## config.mk

```make
export PLATFORM = sky130hd
export DESIGN_NAME = spi_bus_arbiter_flat
export DESIGN_NICKNAME = d
export VERILOG_FILES = /design/src/rtl/spi_bus_arbiter_if.sv /design/src/rtl/spi_bus_arbiter.sv /design/src/flat_wrapper.sv
export SDC_FILE = /design/constraint.sdc
export NUM_CORES = 1
export LEC_CHECK = 0
export BUFFER_PORTS_ARGS = -buffer_cell sky130_fd_sc_hd__buf_2
export CORE_MARGIN = 10
export CORE_UTILIZATION = 35
export DETAILED_ROUTE_END_ITERATION = 12
export GPL_TIMING_DRIVEN = 1
export HOLD_SLACK_MARGIN = 0.08
export PLACE_DENSITY = 0.55
export REMOVE_ABC_BUFFERS = 1
export SKIP_CTS_REPAIR_TIMING = 1
export SYNTH_ARGS = -nofsm -noshare
export SYNTH_HDL_FRONTEND = slang
export SYNTH_SLANG_ARGS = --single-unit
```

## constraint.sdc

```tcl
create_clock -name i_clk -period 2.7 [get_ports i_clk]
set_input_delay 0.27 -clock i_clk [delete_from_list [all_inputs] [get_ports i_clk]]
set_output_delay 0.27 -clock i_clk [all_outputs]
set_load 0.02 [all_outputs]
```

## src/rtl/spi_bus_arbiter_if.sv

```systemverilog
// Bus bundle between the two SPI requesters, the shared byte engine and the
// arbiter. The arbiter takes the slave view; requesters/engine (or a bench)
// take the master view.
//
// Handshake: nothing here is valid/ready. Every transfer uses one-cycle
// strobes. A requester holds i_req[n] for a whole chip-select session and
// pulses i_start[n] once per byte, only while o_gnt[n] is high and the
// previous o_done[n] has come back. The arbiter answers each accepted byte
// with exactly one o_done[n] pulse, or ends the session with an o_abort[n]
// pulse. Toward the engine, o_eng_start is a one-cycle request with o_eng_tx
// held stable until the engine's one-cycle i_eng_done, and i_eng_rx is
// sampled only in that cycle.
interface spi_bus_arbiter_if;
    logic [1:0] i_req;
    logic [1:0] o_gnt;
    logic [1:0] i_start;
    logic [7:0] i_tx0;
    logic [7:0] i_tx1;
    logic [1:0] o_done;
    logic [1:0] o_abort;
    logic [7:0] o_rx;
    logic       o_eng_start;
    logic [7:0] o_eng_tx;
    logic       i_eng_done;
    logic [7:0] i_eng_rx;
    logic       o_spi_ss;
    logic [2:0] dbg_state;

    modport slave (
        input  i_req, i_start, i_tx0, i_tx1, i_eng_done, i_eng_rx,
        output o_gnt, o_done, o_abort, o_rx, o_eng_start, o_eng_tx, o_spi_ss,
               dbg_state
    );

    modport master (
        output i_req, i_start, i_tx0, i_tx1, i_eng_done, i_eng_rx,
        input  o_gnt, o_done, o_abort, o_rx, o_eng_start, o_eng_tx, o_spi_ss,
               dbg_state
    );
endinterface

```

## src/rtl/spi_bus_arbiter.sv

```systemverilog
// Shares one SPI byte engine and the flash chip select between the CPU I/O
// port (requester 0) and the flash loader (requester 1). Sessions are granted
// whole, round-robin on ties; the first byte of each session is screened for
// dual/quad-I/O opcodes; a watchdog revokes sessions that sit idle.
// All outputs are registered; dbg_state mirrors the FSM state.
module spi_bus_arbiter #(
    parameter int CS_HIGH_CYCLES = 4,
    parameter int TIMEOUT_CYCLES = 50000
) (
    input logic         i_clk,
    input logic         i_reset,
    spi_bus_arbiter_if.slave bus
);

    typedef enum logic [2:0] {
        S_IDLE    = 3'd0,
        S_GRANT   = 3'd1,
        S_XFER    = 3'd2,
        S_RELEASE = 3'd3,
        S_BLOCKED = 3'd4
    } state_t;

    localparam int WD_W = (TIMEOUT_CYCLES > 1) ? $clog2(TIMEOUT_CYCLES) : 1;
    localparam logic [WD_W-1:0] WD_LAST =
        (TIMEOUT_CYCLES > 0) ? WD_W'(TIMEOUT_CYCLES - 1) : '0;
    localparam logic [7:0] HOLD_LAST = 8'(CS_HIGH_CYCLES - 1);

    // Opcodes that would switch the flash into multi-line I/O, which the
    // single-line engine cannot follow.
    function automatic logic is_forbidden(input logic [7:0] b);
        case (b)
            8'h3B, 8'h6B, 8'hEB, 8'hBB,
            8'h77, 8'h32, 8'h92, 8'h94: is_forbidden = 1'b1;
            default:                    is_forbidden = 1'b0;
        endcase
    endfunction

    state_t          state, state_d;
    logic            owner, owner_d;
    logic            last_owner, last_owner_d;
    logic            first_byte, first_byte_d;
    logic [WD_W-1:0] wdog, wdog_d;
    logic [7:0]      hold, hold_d;
    logic [1:0]      gnt, gnt_d;
    logic            ss, ss_d;
    logic [1:0]      done, done_d;
    logic [1:0]      abort, abort_d;
    logic            eng_start, eng_start_d;
    logic [7:0]      eng_tx, eng_tx_d;
    logic [7:0]      rx, rx_d;
    logic            pick;

    logic       req_own;
    logic       start_own;
    logic [7:0] tx_own;

    assign req_own   = bus.i_req[owner];
    assign start_own = bus.i_start[owner];
    assign tx_own    = owner ? bus.i_tx1 : bus.i_tx0;

    // FSM state register.
    always_ff @(posedge i_clk or posedge i_reset) begin
        if (i_reset) state <= S_IDLE;
        else         state <= state_d;
    end

    // Session bookkeeping and registered outputs.
    always_ff @(posedge i_clk or posedge i_reset) begin
        if (i_reset) begin
            owner      <= 1'b0;
            last_owner <= 1'b1;
            first_byte <= 1'b1;
            wdog       <= '0;
            hold       <= '0;
            gnt        <= '0;
            ss         <= 1'b1;
            done       <= '0;
            abort      <= '0;
            eng_start  <= 1'b0;
            eng_tx     <= 8'hFF;
            rx         <= 8'hFF;
        end else begin
            owner      <= owner_d;
            last_owner <= last_owner_d;
            first_byte <= first_byte_d;
            wdog       <= wdog_d;
            hold       <= hold_d;
            gnt        <= gnt_d;
            ss         <= ss_d;
            done       <= done_d;
            abort      <= abort_d;
            eng_start  <= eng_start_d;
            eng_tx     <= eng_tx_d;
            rx         <= rx_d;
        end
    end

    // Next-state and next-output decode; strobes default low every cycle.
    always_comb begin
        state_d      = state;
        owner_d      = owner;
        last_owner_d = last_owner;
        first_byte_d = first_byte;
        wdog_d       = wdog;
        hold_d       = hold;
        gnt_d        = gnt;
        ss_d         = ss;
        done_d       = '0;
        abort_d      = '0;
        eng_start_d  = 1'b0;
        eng_tx_d     = eng_tx;
        rx_d         = rx;
        pick         = 1'b0;

        case (state)
            S_IDLE: begin
                if (|bus.i_req) begin
                    // On a tie the requester that did not own the bus last wins.
                    pick         = (bus.i_req == 2'b11) ? ~last_owner : bus.i_req[1];
                    owner_d      = pick;
                    gnt_d        = pick ? 2'b10 : 2'b01;
                    ss_d         = 1'b0;
                    first_byte_d = 1'b1;
                    wdog_d       = '0;
                    state_d      = S_GRANT;
                end
            end

            S_GRANT: begin
                if (!req_own) begin
                    // Dropping the request wins over a same-cycle start.
                    gnt_d   = '0;
                    ss_d    = 1'b1;
                    hold_d  = '0;
                    state_d = S_RELEASE;
                end else if (start_own) begin
                    if (first_byte && is_forbidden(tx_own)) begin
                        abort_d[owner] = 1'b1;
                        gnt_d          = '0;
                        ss_d           = 1'b1;
                        state_d        = S_BLOCKED;
                    end else begin
                        eng_tx_d     = tx_own;
                        eng_start_d  = 1'b1;
                        first_byte_d = 1'b0;
                        wdog_d       = '0;
                        state_d      = S_XFER;
                    end
                end else if (TIMEOUT_CYCLES != 0) begin
                    if (wdog == WD_LAST) begin
                        abort_d[owner] = 1'b1;
                        gnt_d          = '0;
                        ss_d           = 1'b1;
                        state_d        = S_BLOCKED;
                    end else begin
                        wdog_d = wdog + WD_W'(1);
                    end
                end
            end

            S_XFER: begin
                // The byte in flight always completes, even if the request drops.
                if (bus.i_eng_done) begin
                    rx_d          = bus.i_eng_rx;
                    done_d[owner] = 1'b1;
                    wdog_d        = '0;
                    if (req_own) begin
                        state_d = S_GRANT;
                    end else begin
                        gnt_d   = '0;
                        ss_d    = 1'b1;
                        hold_d  = '0;
                        state_d = S_RELEASE;
                    end
                end
            end

            S_RELEASE: begin
                gnt_d        = '0;
                ss_d         = 1'b1;
                last_owner_d = owner;
                if (hold == HOLD_LAST) state_d = S_IDLE;
                else                   hold_d  = hold + 8'd1;
            end

            S_BLOCKED: begin
                gnt_d = '0;
                ss_d  = 1'b1;
                if (!req_own) begin
                    hold_d  = '0;
                    state_d = S_RELEASE;
                end
            end

            default: begin
                gnt_d   = '0;
                ss_d    = 1'b1;
                state_d = S_IDLE;
            end
        endcase
    end

    assign bus.o_gnt       = gnt;
    assign bus.o_spi_ss    = ss;
    assign bus.o_done      = done;
    assign bus.o_abort     = abort;
    assign bus.o_eng_start = eng_start;
    assign bus.o_eng_tx    = eng_tx;
    assign bus.o_rx        = rx;
    assign bus.dbg_state   = state;

endmodule

```

## src/flat_wrapper.sv

```systemverilog
// flat-port wrapper written by rule: the top's interface ports become plain ports
module spi_bus_arbiter_flat 
#(
    parameter int CS_HIGH_CYCLES = 4,
    parameter int TIMEOUT_CYCLES = 50000
)
  (i_clk, i_reset, bus_i_req, bus_i_start, bus_i_tx0, bus_i_tx1, bus_i_eng_done, bus_i_eng_rx, bus_o_gnt, bus_o_done, bus_o_abort, bus_o_rx, bus_o_eng_start, bus_o_eng_tx, bus_o_spi_ss, bus_dbg_state);
  spi_bus_arbiter_if bus_i ();
  input logic i_clk;
  input logic i_reset;
  input wire logic [$bits(bus_i.i_req)-1:0] bus_i_req;
  input wire logic [$bits(bus_i.i_start)-1:0] bus_i_start;
  input wire logic [$bits(bus_i.i_tx0)-1:0] bus_i_tx0;
  input wire logic [$bits(bus_i.i_tx1)-1:0] bus_i_tx1;
  input wire logic [$bits(bus_i.i_eng_done)-1:0] bus_i_eng_done;
  input wire logic [$bits(bus_i.i_eng_rx)-1:0] bus_i_eng_rx;
  output wire logic [$bits(bus_i.o_gnt)-1:0] bus_o_gnt;
  output wire logic [$bits(bus_i.o_done)-1:0] bus_o_done;
  output wire logic [$bits(bus_i.o_abort)-1:0] bus_o_abort;
  output wire logic [$bits(bus_i.o_rx)-1:0] bus_o_rx;
  output wire logic [$bits(bus_i.o_eng_start)-1:0] bus_o_eng_start;
  output wire logic [$bits(bus_i.o_eng_tx)-1:0] bus_o_eng_tx;
  output wire logic [$bits(bus_i.o_spi_ss)-1:0] bus_o_spi_ss;
  output wire logic [$bits(bus_i.dbg_state)-1:0] bus_dbg_state;
  assign bus_i.i_req = bus_i_req;
  assign bus_i.i_start = bus_i_start;
  assign bus_i.i_tx0 = bus_i_tx0;
  assign bus_i.i_tx1 = bus_i_tx1;
  assign bus_i.i_eng_done = bus_i_eng_done;
  assign bus_i.i_eng_rx = bus_i_eng_rx;
  assign bus_o_gnt = bus_i.o_gnt;
  assign bus_o_done = bus_i.o_done;
  assign bus_o_abort = bus_i.o_abort;
  assign bus_o_rx = bus_i.o_rx;
  assign bus_o_eng_start = bus_i.o_eng_start;
  assign bus_o_eng_tx = bus_i.o_eng_tx;
  assign bus_o_spi_ss = bus_i.o_spi_ss;
  assign bus_dbg_state = bus_i.dbg_state;
  spi_bus_arbiter #(.CS_HIGH_CYCLES(CS_HIGH_CYCLES), .TIMEOUT_CYCLES(TIMEOUT_CYCLES)) u_core (.i_clk(i_clk), .i_reset(i_reset), .bus(bus_i));
endmodule
```

=== After elaboration in Yosys (flattened, before gate mapping) ===
Cells that the tools add are included.

* Input port bits: 31
* Register bits: 54
* Word-level logic and storage cells: 130
* Output and inout port bits: 27

* Equal/unequal tests: 28
* $lt $le $gt $ge: 2
* Reductions and logical operators: 17
* Bitwise gates (word level): 2
* Add/subtract/negate cells: 2
* Mux-type cells: 66

{| class="wikitable"
|+ Operators by type and width
! cell !! count
|-
| 16-bit two-way mux || 6
|-
| 16-bit case mux with 3 select lines || 1
|-
| 8-bit == test, second input constant || 4
|-
| 2-bit two-way mux || 16
|-
| 8-bit two-way mux || 4
|-
| 1-bit two-way mux || 25
|-
| 3-bit two-way mux || 8
|-
| 8-bit case mux with 3 select lines || 1
|-
| 16-bit by 1-bit adder with 16-bit output, second input constant || 1
|-
| 16-bit == test, second input constant || 1
|-
| 8-bit by 6-bit == test with 1-bit output, second input constant || 2
|-
| 8-bit by 7-bit == test with 1-bit output, second input constant || 2
|-
| 3-bit case mux with 5 select lines || 1
|-
| 5-bit AND reduction || 3
|-
| 2-bit != test, second input constant || 5
|-
| 8-bit by 1-bit adder with 8-bit output, second input constant || 1
|-
| 8-bit by 2-bit == test with 1-bit output, second input constant || 1
|-
| 2-bit by 1-bit != test with 1-bit output, second input constant || 4
|-
| 4-bit != test, second input constant || 2
|-
| 8-bit OR reduction || 1
|-
| 3-bit by 2-bit == test with 1-bit output, second input constant || 2
|-
| 2-bit case mux with 3 select lines || 1
|-
| 6-bit AND reduction || 1
|-
| 3-bit nonzero test || 2
|-
| 18 further kinds || 22
|}

=== Longest topological paths before layout ===
* Depth in word-level cells: 12
* Gate-level depth with buffers: 10
* Mapped depth without buffers: 7

=== Worst setup path before layout ===
No wires, ideal clock.

* Path type: register to register
* Start point: reg u_core.owner
* End point: reg u_core.eng_tx[0] (netlist: u_core.bus.o_eng_tx[0])
* Arrival time: 2.155 ns
* Library setup time: 0.082 ns
* Clock period less this slack: 2.238 ns
* Path buffers: 3
* Path slack: 0.462 ns
* Data required time: 2.618 ns
* Cell stages (with the launch flop): 10
* Cells stage by stage: dfrtp_1 buf_6 buf_8 mux2i_1 xnor2_1 nor4_1 o31a_1 or3_1 buf_6 mux2_4

* Cells in the longest elaborated chain, start to end: 10
* Elaborated cells between the ends (all ways): 21
* Classes of those cells: eq/ne (8); mux (9); bitwise (1); reduce/logical (3)

{| class="wikitable"
|+ RTL lines
! what !! line !! source
|-
| start: declaration || spi_bus_arbiter.sv:39 || <nowiki>logic owner, owner_d;</nowiki>
|-
| start signal: assignment || spi_bus_arbiter.sv:83 || <nowiki>owner <= owner_d;</nowiki>
|-
| 8-bit two-way mux || spi_bus_arbiter.sv:59 || <nowiki>assign tx_own = owner ? bus.i_tx1 : bus.i_tx0;</nowiki>
|-
| 8-bit by 6-bit == test with 1-bit output (tied with other cells) || spi_bus_arbiter.sv:31 || <nowiki>case (b)</nowiki>
|-
| 8-bit OR reduction || spi_bus_arbiter.sv:31 ||
|-
| 1-bit two-way mux || spi_bus_arbiter.sv:31 ||
|-
| 1-bit two-way mux || spi_bus_arbiter.sv:136 || <nowiki>end else if (start_own) begin</nowiki>
|-
| 1-bit two-way mux || spi_bus_arbiter.sv:130 || <nowiki>if (!req_own) begin</nowiki>
|-
| 1-bit two-way mux || spi_bus_arbiter.sv:115 || <nowiki>case (state)</nowiki>
|-
| 1-bit logical AND || spi_bus_arbiter.sv:137 || <nowiki>if (first_byte && is_forbidden(tx_own)) begin</nowiki>
|-
| 1-bit NOT (no source line) || -- ||
|-
| 4-bit AND reduction (no source line) || -- ||
|-
| end signal: assignment || spi_bus_arbiter.sv:93 || <nowiki>eng_tx <= eng_tx_d;</nowiki>
|-
| end: declaration || spi_bus_arbiter.sv:49 || <nowiki>logic [7:0] eng_tx, eng_tx_d;</nowiki>
|}

Several ways; a longest one is shown, not always the timed one. The select of a mux whose other input is x is not followed.
A chain may end at the register's enable or synchronous reset.

=== Worst setup path in the final report ===
* Start point: reg u_core.owner
* End point: reg u_core.gnt[0] (netlist: u_core.bus.o_gnt[0])

* Cells in the longest elaborated chain, start to end: 10
* Elaborated cells between the ends (all ways): 26
* Classes of those cells: eq/ne (11); mux (12); reduce/logical (3)

{| class="wikitable"
|+ RTL lines
! what !! line !! source
|-
| 8-bit two-way mux || spi_bus_arbiter.sv:59 ||
|-
| 8-bit by 6-bit == test with 1-bit output (tied with other cells) || spi_bus_arbiter.sv:31 ||
|-
| 8-bit OR reduction || spi_bus_arbiter.sv:31 ||
|-
| 1-bit two-way mux || spi_bus_arbiter.sv:31 ||
|-
| 1-bit two-way mux || spi_bus_arbiter.sv:136 ||
|-
| 1-bit two-way mux || spi_bus_arbiter.sv:130 ||
|-
| 1-bit two-way mux || spi_bus_arbiter.sv:115 ||
|-
| 1-bit logical AND || spi_bus_arbiter.sv:137 ||
|-
| 4-bit != test (no source line) || -- ||
|-
| 5-bit AND reduction (no source line) || -- ||
|-
| end signal: assignment || spi_bus_arbiter.sv:88 || <nowiki>gnt <= gnt_d;</nowiki>
|-
| end: declaration || spi_bus_arbiter.sv:44 || <nowiki>logic [1:0] gnt, gnt_d;</nowiki>
|}

Several ways; a longest one is shown, not always the timed one. The select of a mux whose other input is x is not followed.

==> metrics.cfg <==
[final_layout]
layout_commonest_cell=buf_2
area_delta_synth_final_pct=19.99
nets=406
diodes=0
final_cell_mix=57 x buf_2, 34 x dfrtp_1, 24 x nand2_1
drive_gt1_frac=0.3529

[floorplanning]
die_w_um=112.6
die_area_um2=12690
fp-row-count=33
initial_core_util=0.3620
die_h_um=112.6
coreArea_um2=8299
io_pins=58

[yosys]
synth_cell_types=51
synth-main-ff-cell=dfrtp_1
synth_seq_cells=54
synth_area_um2=3004
ys_warn_count=0
synthArstFlopShare=1.000
syn_area_per_cell_um2=9.981
yosysSeqAreaShare=0.4577
netlist_instances=301
synth_edf_count=0

[power_and_ir_drop]
leakage_nw=1.704
power_mw=3.612
power_density_nw_per_um2=1002
ir_drop_v=0.0004061

[timing]
relSlewSlack=0.3771
finalClockSkew_ns=0.01516
fmax_mhz=419.5
finalWorstSetupSlack_ns=0.3160
finalCritPeriodShare=0.8829
rsz0062_at_grt=no
hold_viol=0
setup_viol=0
slew_viol_final=0
setup_tns_ns=0
worstMarginPinSlew_ns=0.9330
period_minus_slack_ns=2.384

[critical_path]
crit_fanout=6
path_class=reg2reg
crit_path_end_kind=flop
cp_cell_sequence=buf_4 > mux2_2 > nand3_1 > a2111oi_2 > o31a_1 > buf_4 > o31ai_2 > mux2_1
crit_required_ns=2.89
crit_path_frequent_cell=buf_4
critPathMaxStageDelay_ns=0.42
setup.worst_path.start_class=flop
cpMaxStageDelayCell=dfrtp_2
cp.arrival_ns=2.57

[clock_tree]
htree_num_levels=2
clkSinkCount=54
root_buffer=clkbuf_8
clock_latency_ns=0.31
cts_tree=done
numCtsBuffers=5
clockBufferDepth=2
path_clk_slew_ns=0.11

[min_path]
hold_path.class=in2async

[placed_design]
place_congestion=0.7830
dp_hpwl_um=5555
io_buffers=57
place_ws_ns=-0.1307

[route]
drc_errors=0
met3_length_um=525
drt-met1-wl_um=3596
ant_nets=0
post_drt_wl_per_cell_um=15.37
firstDrtPassIters=4
avgViaCountPerCell=5.221
drtIter0Drc=104
wl_met2_um=3189
drt_wl_total_um=7363
highest-signal-layer=met4
vias=2501

[global_route]
grt_max_degree=46
grt_pass1_wl_um=12560
grt_antenna_before_repair=0
grtUsageTotal=0.1163
grt_pass1_vias=2531
grt-ovfl-total=0

[outcome]
status=complete, no violations

[run]
cap_violations=0

[report_power, final]
group	leakage [nW]	switching (mW)	internal, mW
logic	0.982	1.01	0.809
registers	0.675	0.173	1.14
clock network	0.0472	0.268	0.207
[through the flow]
stage,utilization,cells,area (µm²),hold WS [ns]
after floorplan,-,288,2919,0.4222
after detailed placement,0.4173,467,3463,0.4606
after global routing,0.4343,479,3605,0.1640
final,0.4343,479,3605,0.1537
after CTS,0.4288,475,3558,0.1766
after global placement,0.4173,467,3463,0.4485
[worst max-delay path, delay by kind of cell, from the launching register on]
kind / cells / cell delay, ns
AO/OA/AOI/OAI: 3 / 0.75
flip-flops: 1 / 0.42
buffers and inverters: 2 / 0.29
AND/OR/NAND/NOR: 1 / 0.10
multiplexers: 2 / 0.70
[synthesized netlist by cell type, types with 2 or more instances]
master     number  area share
nand2_1        24       0.030
clkbuf_1        7      0.0087
a21boi_0        2      0.0050
o21a_1          4       0.010
mux2_4          8       0.040
xnor2_1         2      0.0058
mux2i_1         9       0.030
o211ai_1        2      0.0050
mux2_2         12       0.045
nor4_1          2      0.0042
xor2_1          6       0.017
a31oi_1        11       0.023
o32a_1          2      0.0067
nor4bb_1        2      0.0067
o31ai_1         3      0.0075
and2_1          4      0.0083
inv_1          13       0.016
nor2b_1         5       0.010
o2111ai_1       2      0.0058
a21o_1          3      0.0075
nor2_1         22       0.027
nor3b_1         2      0.0050
nand4_1         4      0.0083
buf_2           2      0.0033
ha_1            2      0.0083
o21ai_0        15       0.025
dfrtp_1        35        0.29
and3_1          9       0.019
nand3_1         9       0.015
nor3_1         14       0.023
nand2b_1        6       0.012
or3_1           3      0.0062
a21oi_1        14       0.023
nor4b_1         2      0.0058
a22o_1          2      0.0058
a41oi_1         2      0.0058
dfstp_2        19        0.17
buf_6           3       0.011
[logic make-up after synthesis]
family | share of synthesized area
simple gates | 0.1849
compound gates | 0.1624
flops | 0.4577
mux | 0.1187
buf+inv | 0.04457
xor+xnor | 0.02332
fa+ha+maj | 0.008329
[state kept, by name, indices dropped and copies added, names as in the netlist]
register	flops
u_core.bus.dbg_state	3
u_core.bus.o_abort	2
u_core.bus.o_done	2
u_core.bus.o_eng_start	1
u_core.bus.o_eng_tx	8
u_core.bus.o_gnt	2
u_core.bus.o_rx	8
u_core.bus.o_spi_ss	1
u_core.first_byte	1
u_core.hold	8
u_core.last_owner	1
u_core.owner	1
u_core.wdog	16
[path summary, 6_finish.rpt]
kind / startpoint / end / slack (ns) / cells after the start
worst min-delay path: i_reset / u_core.bus.o_abort[1]$_DFF_PP0_ / 0.15 / 2
worst max-delay path: u_core.owner$_DFFE_PP0P_ / u_core.bus.o_gnt[0]$_DFFE_PP0P_ / 0.32 / 8
max in group asynchronous: i_reset / u_core.owner$_DFFE_PP0P_ / 1.89 / 2
min in group i_clk: bus_i_eng_rx[7] / u_core.bus.o_rx[7]$_DFFE_PP1P_ / 0.19 / 2
worst max register to register: u_core.owner$_DFFE_PP0P_ / u_core.bus.o_gnt[0]$_DFFE_PP0P_ / 0.32 / 8
worst min register to register: u_core.last_owner$_DFFE_PP1P_ / u_core.last_owner$_DFFE_PP1P_ / 0.47 / 2
[final cells by class]
class / count / area, µm²
fill: 841 / 4695
multi-input combinational: 221 / 1510
sequential: 54 / 1376
timing repair buffer: 78 / 442.9
tap: 105 / 131.4
clock buffer: 6 / 82.58
inverter: 13 / 48.80
clock inverter: 2 / 12.51
[metal layers]
layer / global-route usage / up-vias
met5: 0 / -
met4: 0.01777 / 0
met3: 0.04420 / 6
met2: 0.1801 / 70
met1: 0.1529 / 1182
li1: - / 1243
Note: power is estimated with default switching activity, not from simulation.
